### src/rtl/branch_history_table_if.sv
// Lookup / resolve / pattern-table-update bundle for the branch history table.
interface branch_history_table_if #(
    parameter int IDX_WIDTH  = 3,
    parameter int HIST_WIDTH = 3,
    parameter int PC_WIDTH   = 10
);
    logic [PC_WIDTH-1:0]   lookup_pc;
    logic                  hit;
    logic [HIST_WIDTH-1:0] prev_history;
    logic                  resolve_valid;
    logic [PC_WIDTH-1:0]   resolve_pc;
    logic                  resolve_taken;
    logic                  we;
    logic [PC_WIDTH-1:0]   old_pc;
    logic                  branch_taken;
    logic [HIST_WIDTH-1:0] update_history;
    logic                  evict;
    logic [IDX_WIDTH-1:0]  evict_idx;

    modport master (
        output lookup_pc, resolve_valid, resolve_pc, resolve_taken,
        input  hit, prev_history, we, old_pc, branch_taken, update_history,
               evict, evict_idx
    );

    modport slave (
        input  lookup_pc, resolve_valid, resolve_pc, resolve_taken,
        output hit, prev_history, we, old_pc, branch_taken, update_history,
               evict, evict_idx
    );
endinterface

### src/rtl/branch_history_table.sv
// Local-history table (first level of a two-level predictor), fully associative on PC tag.
// Optional macro BHT_BYPASS_EN forwards a same-cycle resolve into the lookup result.
module branch_history_table #(
    parameter int ENTRIES    = 8,
    parameter int IDX_WIDTH  = 3,
    parameter int HIST_WIDTH = 3,
    parameter int PC_WIDTH   = 10
) (
    input logic                    clk,
    input logic                    rst,
    branch_history_table_if.slave  bus
);
    logic [ENTRIES-1:0]                 valid;
    logic [ENTRIES-1:0][PC_WIDTH-1:0]   tag;
    logic [ENTRIES-1:0][HIST_WIDTH-1:0] hist;
    logic [IDX_WIDTH-1:0]               rr_ptr;

    logic [ENTRIES-1:0]    lk_match, rs_match;
    logic                  lk_hit, rs_hit, free_any;
    logic [HIST_WIDTH-1:0] lk_hist, rs_hist, shifted, new_hist;
    logic [HIST_WIDTH:0]   shift_ext;
    logic [IDX_WIDTH-1:0]  rs_idx, free_idx, victim;

    logic                  we_q, taken_q, evict_q;
    logic [PC_WIDTH-1:0]   old_pc_q;
    logic [HIST_WIDTH-1:0] uh_q;
    logic [IDX_WIDTH-1:0]  evict_idx_q;

    genvar g;
    generate
        for (g = 0; g < ENTRIES; g++) begin : g_cmp
            assign lk_match[g] = valid[g] && (tag[g] == bus.lookup_pc);
            assign rs_match[g] = valid[g] && (tag[g] == bus.resolve_pc);
        end
    endgenerate

    // Tags are unique, so match vectors are one-hot and an OR-reduce selects.
    always_comb begin
        lk_hist  = '0;
        rs_hist  = '0;
        rs_idx   = '0;
        free_any = 1'b0;
        free_idx = '0;
        for (int i = 0; i < ENTRIES; i++) begin
            if (lk_match[i]) lk_hist = lk_hist | hist[i];
            if (rs_match[i]) begin
                rs_hist = rs_hist | hist[i];
                rs_idx  = rs_idx | IDX_WIDTH'(i);
            end
        end
        for (int i = ENTRIES - 1; i >= 0; i--) begin
            if (!valid[i]) begin
                free_any = 1'b1;
                free_idx = IDX_WIDTH'(i);
            end
        end
    end

    assign lk_hit    = |lk_match;
    assign rs_hit    = |rs_match;
    assign shift_ext = {rs_hist, bus.resolve_taken};
    assign shifted   = shift_ext[HIST_WIDTH-1:0];
    assign new_hist  = rs_hit ? shifted : HIST_WIDTH'(bus.resolve_taken);
    assign victim    = free_any ? free_idx : rr_ptr;

`ifdef BHT_BYPASS_EN
    logic fwd;
    assign fwd              = bus.resolve_valid && (bus.resolve_pc == bus.lookup_pc);
    assign bus.hit          = lk_hit | fwd;
    assign bus.prev_history = fwd ? new_hist : lk_hist;
`else
    assign bus.hit          = lk_hit;
    assign bus.prev_history = lk_hist;
`endif

    always_ff @(posedge clk) begin
        if (rst) begin
            valid       <= '0;
            tag         <= '0;
            hist        <= '0;
            rr_ptr      <= '0;
            we_q        <= 1'b0;
            taken_q     <= 1'b0;
            evict_q     <= 1'b0;
            old_pc_q    <= '0;
            uh_q        <= '0;
            evict_idx_q <= '0;
        end else begin
            we_q    <= bus.resolve_valid;
            evict_q <= 1'b0;
            if (bus.resolve_valid) begin
                old_pc_q <= bus.resolve_pc;
                taken_q  <= bus.resolve_taken;
                if (rs_hit) begin
                    uh_q         <= rs_hist;
                    hist[rs_idx] <= shifted;
                end else begin
                    uh_q          <= '0;
                    valid[victim] <= 1'b1;
                    tag[victim]   <= bus.resolve_pc;
                    hist[victim]  <= new_hist;
                    // Round-robin only advances when a live entry is displaced.
                    if (!free_any) begin
                        evict_q     <= 1'b1;
                        evict_idx_q <= rr_ptr;
                        rr_ptr      <= rr_ptr + 1'b1;
                    end
                end
            end
        end
    end

    assign bus.we             = we_q;
    assign bus.old_pc         = old_pc_q;
    assign bus.branch_taken   = taken_q;
    assign bus.update_history = uh_q;
    assign bus.evict          = evict_q;
    assign bus.evict_idx      = evict_idx_q;
endmodule

### src/flat_wrapper.sv
// flat-port wrapper written by rule: the top's interface ports become plain ports
module branch_history_table_flat 
#(
    parameter int ENTRIES    = 8,
    parameter int IDX_WIDTH  = 3,
    parameter int HIST_WIDTH = 3,
    parameter int PC_WIDTH   = 10
)
  (clk, rst, bus_lookup_pc, bus_resolve_valid, bus_resolve_pc, bus_resolve_taken, bus_hit, bus_prev_history, bus_we, bus_old_pc, bus_branch_taken, bus_update_history, bus_evict, bus_evict_idx);
  branch_history_table_if #(.IDX_WIDTH(IDX_WIDTH), .HIST_WIDTH(HIST_WIDTH), .PC_WIDTH(PC_WIDTH)) bus_i ();
  input logic clk;
  input logic rst;
  input wire logic [$bits(bus_i.lookup_pc)-1:0] bus_lookup_pc;
  input wire logic [$bits(bus_i.resolve_valid)-1:0] bus_resolve_valid;
  input wire logic [$bits(bus_i.resolve_pc)-1:0] bus_resolve_pc;
  input wire logic [$bits(bus_i.resolve_taken)-1:0] bus_resolve_taken;
  output wire logic [$bits(bus_i.hit)-1:0] bus_hit;
  output wire logic [$bits(bus_i.prev_history)-1:0] bus_prev_history;
  output wire logic [$bits(bus_i.we)-1:0] bus_we;
  output wire logic [$bits(bus_i.old_pc)-1:0] bus_old_pc;
  output wire logic [$bits(bus_i.branch_taken)-1:0] bus_branch_taken;
  output wire logic [$bits(bus_i.update_history)-1:0] bus_update_history;
  output wire logic [$bits(bus_i.evict)-1:0] bus_evict;
  output wire logic [$bits(bus_i.evict_idx)-1:0] bus_evict_idx;
  assign bus_i.lookup_pc = bus_lookup_pc;
  assign bus_i.resolve_valid = bus_resolve_valid;
  assign bus_i.resolve_pc = bus_resolve_pc;
  assign bus_i.resolve_taken = bus_resolve_taken;
  assign bus_hit = bus_i.hit;
  assign bus_prev_history = bus_i.prev_history;
  assign bus_we = bus_i.we;
  assign bus_old_pc = bus_i.old_pc;
  assign bus_branch_taken = bus_i.branch_taken;
  assign bus_update_history = bus_i.update_history;
  assign bus_evict = bus_i.evict;
  assign bus_evict_idx = bus_i.evict_idx;
  branch_history_table #(.ENTRIES(ENTRIES), .IDX_WIDTH(IDX_WIDTH), .HIST_WIDTH(HIST_WIDTH), .PC_WIDTH(PC_WIDTH)) u_core (.clk(clk), .rst(rst), .bus(bus_i));
endmodule
### config.mk
export PLATFORM = sky130hd
export DESIGN_NAME = branch_history_table_flat
export DESIGN_NICKNAME = d
export VERILOG_FILES = /design/src/rtl/branch_history_table_if.sv /design/src/rtl/branch_history_table.sv /design/src/flat_wrapper.sv
export SDC_FILE = /design/constraint.sdc
export NUM_CORES = 1
export LEC_CHECK = 0
export BUFFER_PORTS_ARGS = -buffer_cell sky130_fd_sc_hd__buf_2
export CAP_MARGIN = 30
export CORE_MARGIN = 2
export CORE_UTILIZATION = 45
export CTS_CLUSTER_SIZE = 30
export DETAILED_ROUTE_END_ITERATION = 12
export PLACE_DENSITY = 0.68
export RECOVER_POWER = 50
export SKIP_LAST_GASP = 1
export SLEW_MARGIN = 30
export SYNTH_ARGS = -nofsm -noshare
export SYNTH_HDL_FRONTEND = slang
export SYNTH_SLANG_ARGS = --single-unit
### constraint.sdc
create_clock -name clk -period 3.75 [get_ports clk]
set_input_delay 0 -clock clk [delete_from_list [all_inputs] [get_ports clk]]
set_output_delay 0 -clock clk [all_outputs]
set_load 0.01 [all_outputs]
# ---- Word-level counts from Yosys, hierarchy flattened
# Cells that the tools add are included.
dict set report word_totals {
  regBits 134
  in_bits 24
  output_inout_bits 23
}
dict set report classes {
  addsub 1
  magnitude_cmp 4
  n_eq_ne 16
  mux 55
  bitwise_logic 18
  n_reduce_logical 23
}
# cell n
set ops {}
lappend ops {{$eq 10x10->1} 16}
lappend ops {{$mux 3} 33}
lappend ops {{$bwmux 80} 1}
lappend ops {{$bwmux 24} 2}
lappend ops {{$or 3x3->3} 14}
lappend ops {{$demux 10 s3} 1}
lappend ops {{$mux 24} 1}
lappend ops {{$demux 3 s3} 2}
lappend ops {{$logic_and 1x1->1} 18}
lappend ops {{$reduce_or 8->1} 2}
lappend ops {{$mux 1} 11}
lappend ops {{$mux 10} 1}
lappend ops {{$reduce_or 10->1} 1}
lappend ops {{$lt 3x4->1 const B} 2}
lappend ops {{$or 8x8->8} 1}
lappend ops {{$ge 3x1->1 const B} 2}
lappend ops {{$mux 2} 2}
lappend ops {{$add 3x1->3 const B} 1}
lappend ops {{$demux 1 s3} 1}
lappend ops {{$not 1->1} 3}
lappend ops {{$reduce_and 3->1} 1}
lappend ops {{$reduce_and 2->1} 1}

# ---- Depth between registers and ports, before layout
dict set report logic_depth {
  ltp_word 20
  mapped_depth 12
  mapped_depth_nobuf 8
}

# ---- Least setup slack after synthesis
# Ideal clock, no wire load.
dict set report synth_path {
  kind {register -> register}
  startpoint {register u_core.tag[0] (netlist bit)}
  endpoint {register u_core.hist[19] (netlist bit)}
  setup_time_ps 121
  arrival_ps 2081
  slack_ps 1547
  path_stages_with_launch 10
  n_path_buf 1
  period_less_slack_ps 2203
  cell_sequence {dfxtp_1 > xnor2_1 > nand4_1 > nor4_4 > nor4_1 > and4_4 > and3_1 > buf_2 > a31o_4 > mux2_4}
}
dict set report synth_via {
  elab_chain_len 20
  word_cells_on_any_way 22
  classes_between {1 x eq/ne; 12 x mux; 7 x bitwise; 2 x reduce/logical}
}
# item line
set synth_lines {}
lappend synth_lines {{start: declaration} branch_history_table.sv:14} ;# logic [ENTRIES-1:0][PC_WIDTH-1:0] tag;
lappend synth_lines {{start signal: indexed assignment} branch_history_table.sv:100} ;# tag[victim] <= bus.resolve_pc;
lappend synth_lines {{$eq 10x10->1 (*)} branch_history_table.sv:33} ;# assign rs_match[g] = valid[g] && (tag[g] == bus.resolve_pc);
lappend synth_lines {{$logic_and 1x1->1 (*)} branch_history_table.sv:33}
lappend synth_lines {{$mux 3} branch_history_table.sv:46} ;# if (rs_match[i]) begin
lappend synth_lines {{$or 3x3->3} branch_history_table.sv:47} ;# rs_hist = rs_hist | hist[i];
lappend synth_lines {{$mux 3} branch_history_table.sv:46}
lappend synth_lines {{$or 3x3->3} branch_history_table.sv:47}
lappend synth_lines {{$mux 3} branch_history_table.sv:46}
lappend synth_lines {{$or 3x3->3} branch_history_table.sv:47}
lappend synth_lines {{(+4 left out)} --}
lappend synth_lines {{$mux 3} branch_history_table.sv:46}
lappend synth_lines {{$or 3x3->3} branch_history_table.sv:47}
lappend synth_lines {{$mux 3} branch_history_table.sv:46}
lappend synth_lines {{$or 3x3->3} branch_history_table.sv:47}
lappend synth_lines {{$mux 3} branch_history_table.sv:46}
lappend synth_lines {{$mux 3} branch_history_table.sv:63} ;# assign new_hist = rs_hit ? shifted : HIST_WIDTH'(bus.resolve_taken);
lappend synth_lines {{$bwmux 24} branch_history_table.sv:101} ;# hist[victim] <= new_hist;
lappend synth_lines {{$mux 24 (*)} branch_history_table.sv:94} ;# if (rs_hit) begin
lappend synth_lines {{end signal: indexed assignment} branch_history_table.sv:96} ;# hist[rs_idx] <= shifted;
lappend synth_lines {{end signal: indexed assignment} branch_history_table.sv:101}
lappend synth_lines {{end: declaration} branch_history_table.sv:15} ;# logic [ENTRIES-1:0][HIST_WIDTH-1:0] hist;
# Mark *: on every way between the ends. The rest lies on a longest branch, timed or not.
# A chain may end at the register's enable or synchronous reset.

# ---- Worst setup path after layout
dict set report layout_path {
  startpoint {register u_core.tag[25] (netlist bit)}
  endpoint {register u_core.hist[19] (netlist bit)}
}
dict set report layout_via {
  elab_chain_len 16
  word_cells_on_any_way 29
  classes_between {2 x order compare; 1 x eq/ne; 18 x mux; 5 x bitwise; 3 x reduce/logical}
}
# item line
set layout_lines {}
lappend layout_lines {{$eq 10x10->1 (*)} branch_history_table.sv:33}
lappend layout_lines {{$logic_and 1x1->1 (*)} branch_history_table.sv:33}
lappend layout_lines {{branches (longest 13 deep; another with $lt 3x4->1)} --}
lappend layout_lines {{$mux 24 (*)} branch_history_table.sv:94}
# Mark *: on every way between the ends.

==> metrics.md <==
| Metric | Value |
|---|---|
| # DRC | 0 |
| Area growth from synthesis to final layout | 9.948% |
| Clock power frac | 51.0% |
| Final Hold Fails | 0 |
| Final-stage net count | 870 |
| Row count | 48 |
| Root Buffer | clkbuf_16 |
| Vias in the first global route | 5831 |
| Routed wire length | 21280 µm |
| Asr flop ratio synth | 0% |
| CP endpoint kind | flop |
| Vias | 6213 |
| Number of synthesized flops with an enable pin | 0 |
| Total global routing overflow | 0 |
| Mean post-synth cell area | 9.327 µm² |
| Max Cap Viol | 0 |
| Xor/xnor share of the synthesized area | 18.28% |
| Seq cells post-synth | 134 |
| Worst skew pair latency | 440 ps |
| Fin area | 0.008532 mm² |
| Worst vdd ir | 0.0003377 V |
| Clock Sinks | 134 |
| Slew headroom | 30.38% |
| Die Y | 135.3 µm |
| R2R Setup Slk | 620 ps |
| Pwr Density | 433.7 mW/mm² |
| Cell count along the critical path | 8 |
| Port Buf Inserts | 46 |
| R2R cell count | 8 |
| Final Wtd Congestion | 0.9435 |
| Worst Hold Depth | 2 |
| Outcome | finished clean |
| TritonCTS Buffers | 17 |
| H-tree depth | 4 |
| Total number of yosys warnings | 0 |
| Most common cell after layout, fill and taps aside | xnor2_1 |
| Post-synthesis adder-cell area fraction | 0.1612% |
| WP buf/inv | 0 |
| Largest family of logic cells by synthesized area | simple AND/OR/NAND/NOR gates |
| Nature of the critical path startpoint | flop |
| Kind of critical path | flop to flop |
| Worst Tran Pin Value | 1036 ps |
| Post-DR vias/cell | 5.737 |
| Reg power frac | 39.9% |
| Chip width | 135.3 µm |
| Dominant synthesized flop cell | dfxtp_1 |
| Comb power frac | 9.1% |
| Worst-path cell chain | xnor2_1 > nand4_1 > nor3_1 > nor4_1 > and4_1 > and3_1 > a31o_4 > mux2_4 |
| Tot GR Track Use | 23.91% |
| HP Class | primary input to flop |
| Post-route minimum period | 3127 ps |
| F_max | 0.3198 GHz |
| Internal power | 2789 µW |
| Share of cells above drive strength 1 | 10.37% |
| Iteration-0 DRC Markers | 632 |
| Slowest cell delay on critical path | 850 ps |
| Post-synthesis sequential area ratio | 34.57% |
| Antenna cells | 0 |
| Cell variety after synth | 67 |
| Antenna violation net count after detailed routing | 0 |
| Multiplexer area fraction after synthesis | 12.96% |
| Clock slew at reported path FFs | 60 ps |
| Antenna violations before repair | 0 |
| RSZ-0062 raised after global routing | no |
| Pleak | 0.002793 µW |
| Cell family with most CP delay | simple AND/OR/NAND/NOR gates |
| Filler instances | 1642 |
| Mapped Cells | 832 |
| Wirelength per Cell | 19.65 µm |
| Hpwl dp | 14210 µm |
| Pre-CTS setup slack | 898.2 ps |
| Final slew viol count | 0 |
| Switching power | 911.3 µW |
| Fin crit share | 83.39% |
| Syn_nets | 857 |
| DIE AREA | 0.01831 mm² |
| Simple-Gate Fraction of Synth Area | 20.77% |
| Post-cts resize count | 0 |
| Worst-path fanout max | 12 |
| First-pass GRT wire length | 33220 µm |
| Largest net degree at the start of global routing | 99 |
| Commonest non-fill, non-tap cells in the layout | xnor2_1 (161), dfxtp_1 (134), nor2_1 (131) |
| Setup WS post-layout | 622.9 ps |
| CTS max path bufs | 2 |
| Final Util | 50.02% |
| Starting Density | 45.50% |
| Compound-gate portion of the synthesized area | 7.385% |
| Syn Std Cell Area | 0.007760 mm² |
| Placement Cell Area | 0.007910 mm² |
| Req. time, crit path | 4070 ps |
| Setup TNS | 0 ps |
| # setup viols final | 0 |
| Critical Path AT | 3450 ps |
| CP max stage cell | nor3_1 |
| Switching Share | 24.63% |
| CTS tree | done |
| Core box area | 0.01706 mm² |
| Ports | 47 |
| DR pass1 iterations | 6 |
| Worst-case clock skew | 14.35 ps |
[flip-flops by register name, indices dropped and copies added (netlist names), 3 cells and up]
signal and flops:
u_core.hist 24, u_core.bus.update_history 3, u_core.rr_ptr 3, u_core.bus.old_pc 10, u_core.valid 8, u_core.tag 80, u_core.bus.evict_idx 3
[timing repair]
item	4_1_cts	5_1_grt
endpoints found under the hold margin	2	0
endpoints found under the setup margin	0	0
hold buffers	2	0
setup buffers	0	0
[logic make-up (layout without fill, tap and decap cells)]
kind of cell,after synthesis,in the layout
simple gates,287,287
xor+xnor,162,162
flops,134,134
mux,100,100
compound gates,77,77
buf+inv,71,97
fa+ha+maj,1,1
[path summary, 6_finish.rpt]
check	start	to
max	u_core.tag[25]	u_core.hist[19]
min	rst	u_core.bus.we
min reg2reg	u_core.hist[22]	u_core.hist[22]
max reg2reg	u_core.tag[25]	u_core.hist[19]
[synth_stat cells (12+ instances only)]
cell / number / area [µm²]
a21oi_1: 13 / 65.06
nand4_1: 33 / 206.5
mux2i_1: 99 / 991.0
nand3_1: 24 / 120.1
clkbuf_1: 26 / 97.59
buf_6: 22 / 247.7
dfxtp_1: 134 / 2683
nor2_1: 131 / 491.7
nand2_1: 15 / 56.30
xnor2_1: 161 / 1410
nor3_1: 20 / 100.1
a22oi_1: 12 / 90.09
[final cells by class]
type / count / area (µm²) / share of cell area (%)
Clock buffer: 19 / 442.9 / 5.191
Inverter: 10 / 37.54 / 0.4399
Multi-Input combinational cell: 627 / 4597 / 53.88
Timing Repair Buffer: 55 / 272.8 / 3.197
Sequential cell: 134 / 2683 / 31.44
Tap cell: 225 / 281.5 / 3.300
Clock inverter: 13 / 217.7 / 2.552
[metrics by stage]
step           instances  hold slack [ps]  power (µW)
2_1_floorplan        832            147.6        1780
3_3_place_gp        1048            282.4        1841
3_5_place_dp        1048            297.1        1845
4_1_cts             1082            93.65        3728
5_1_grt             1083            89.18        3813
6_report            1083            53.56        3701
[worst register-to-register path, stage by stage, from the launching register on]
cell and delay, ps:
dfxtp_1 410, xnor2_1 140, nand4_1 100, nor3_1 850, nor4_1 150, and4_1 300, and3_1 420, a31o_4 360
mux2_4 290
[metal layers]
layer  global-route usage, %  part of all wire [%]  up-vias
met4                   7.755                   2.1        0
met5                       0                     0        -
met1                   31.76                    44     2986
met3                   6.472                   7.5       49
li1                        -                     -     2922
met2                   37.82                    46      256
[power groups by stage]
stage | registers, µW | logic [µW] | clock network [µW]
floorplan | 1500 | 276 | 0
global placement | 1510 | 334 | 0
detailed placement | 1510 | 337 | 0
CTS | 1480 | 342 | 1910
global route | 1480 | 363 | 1970
finish | 1480 | 336 | 1890
(Power assumes the default switching activity.)
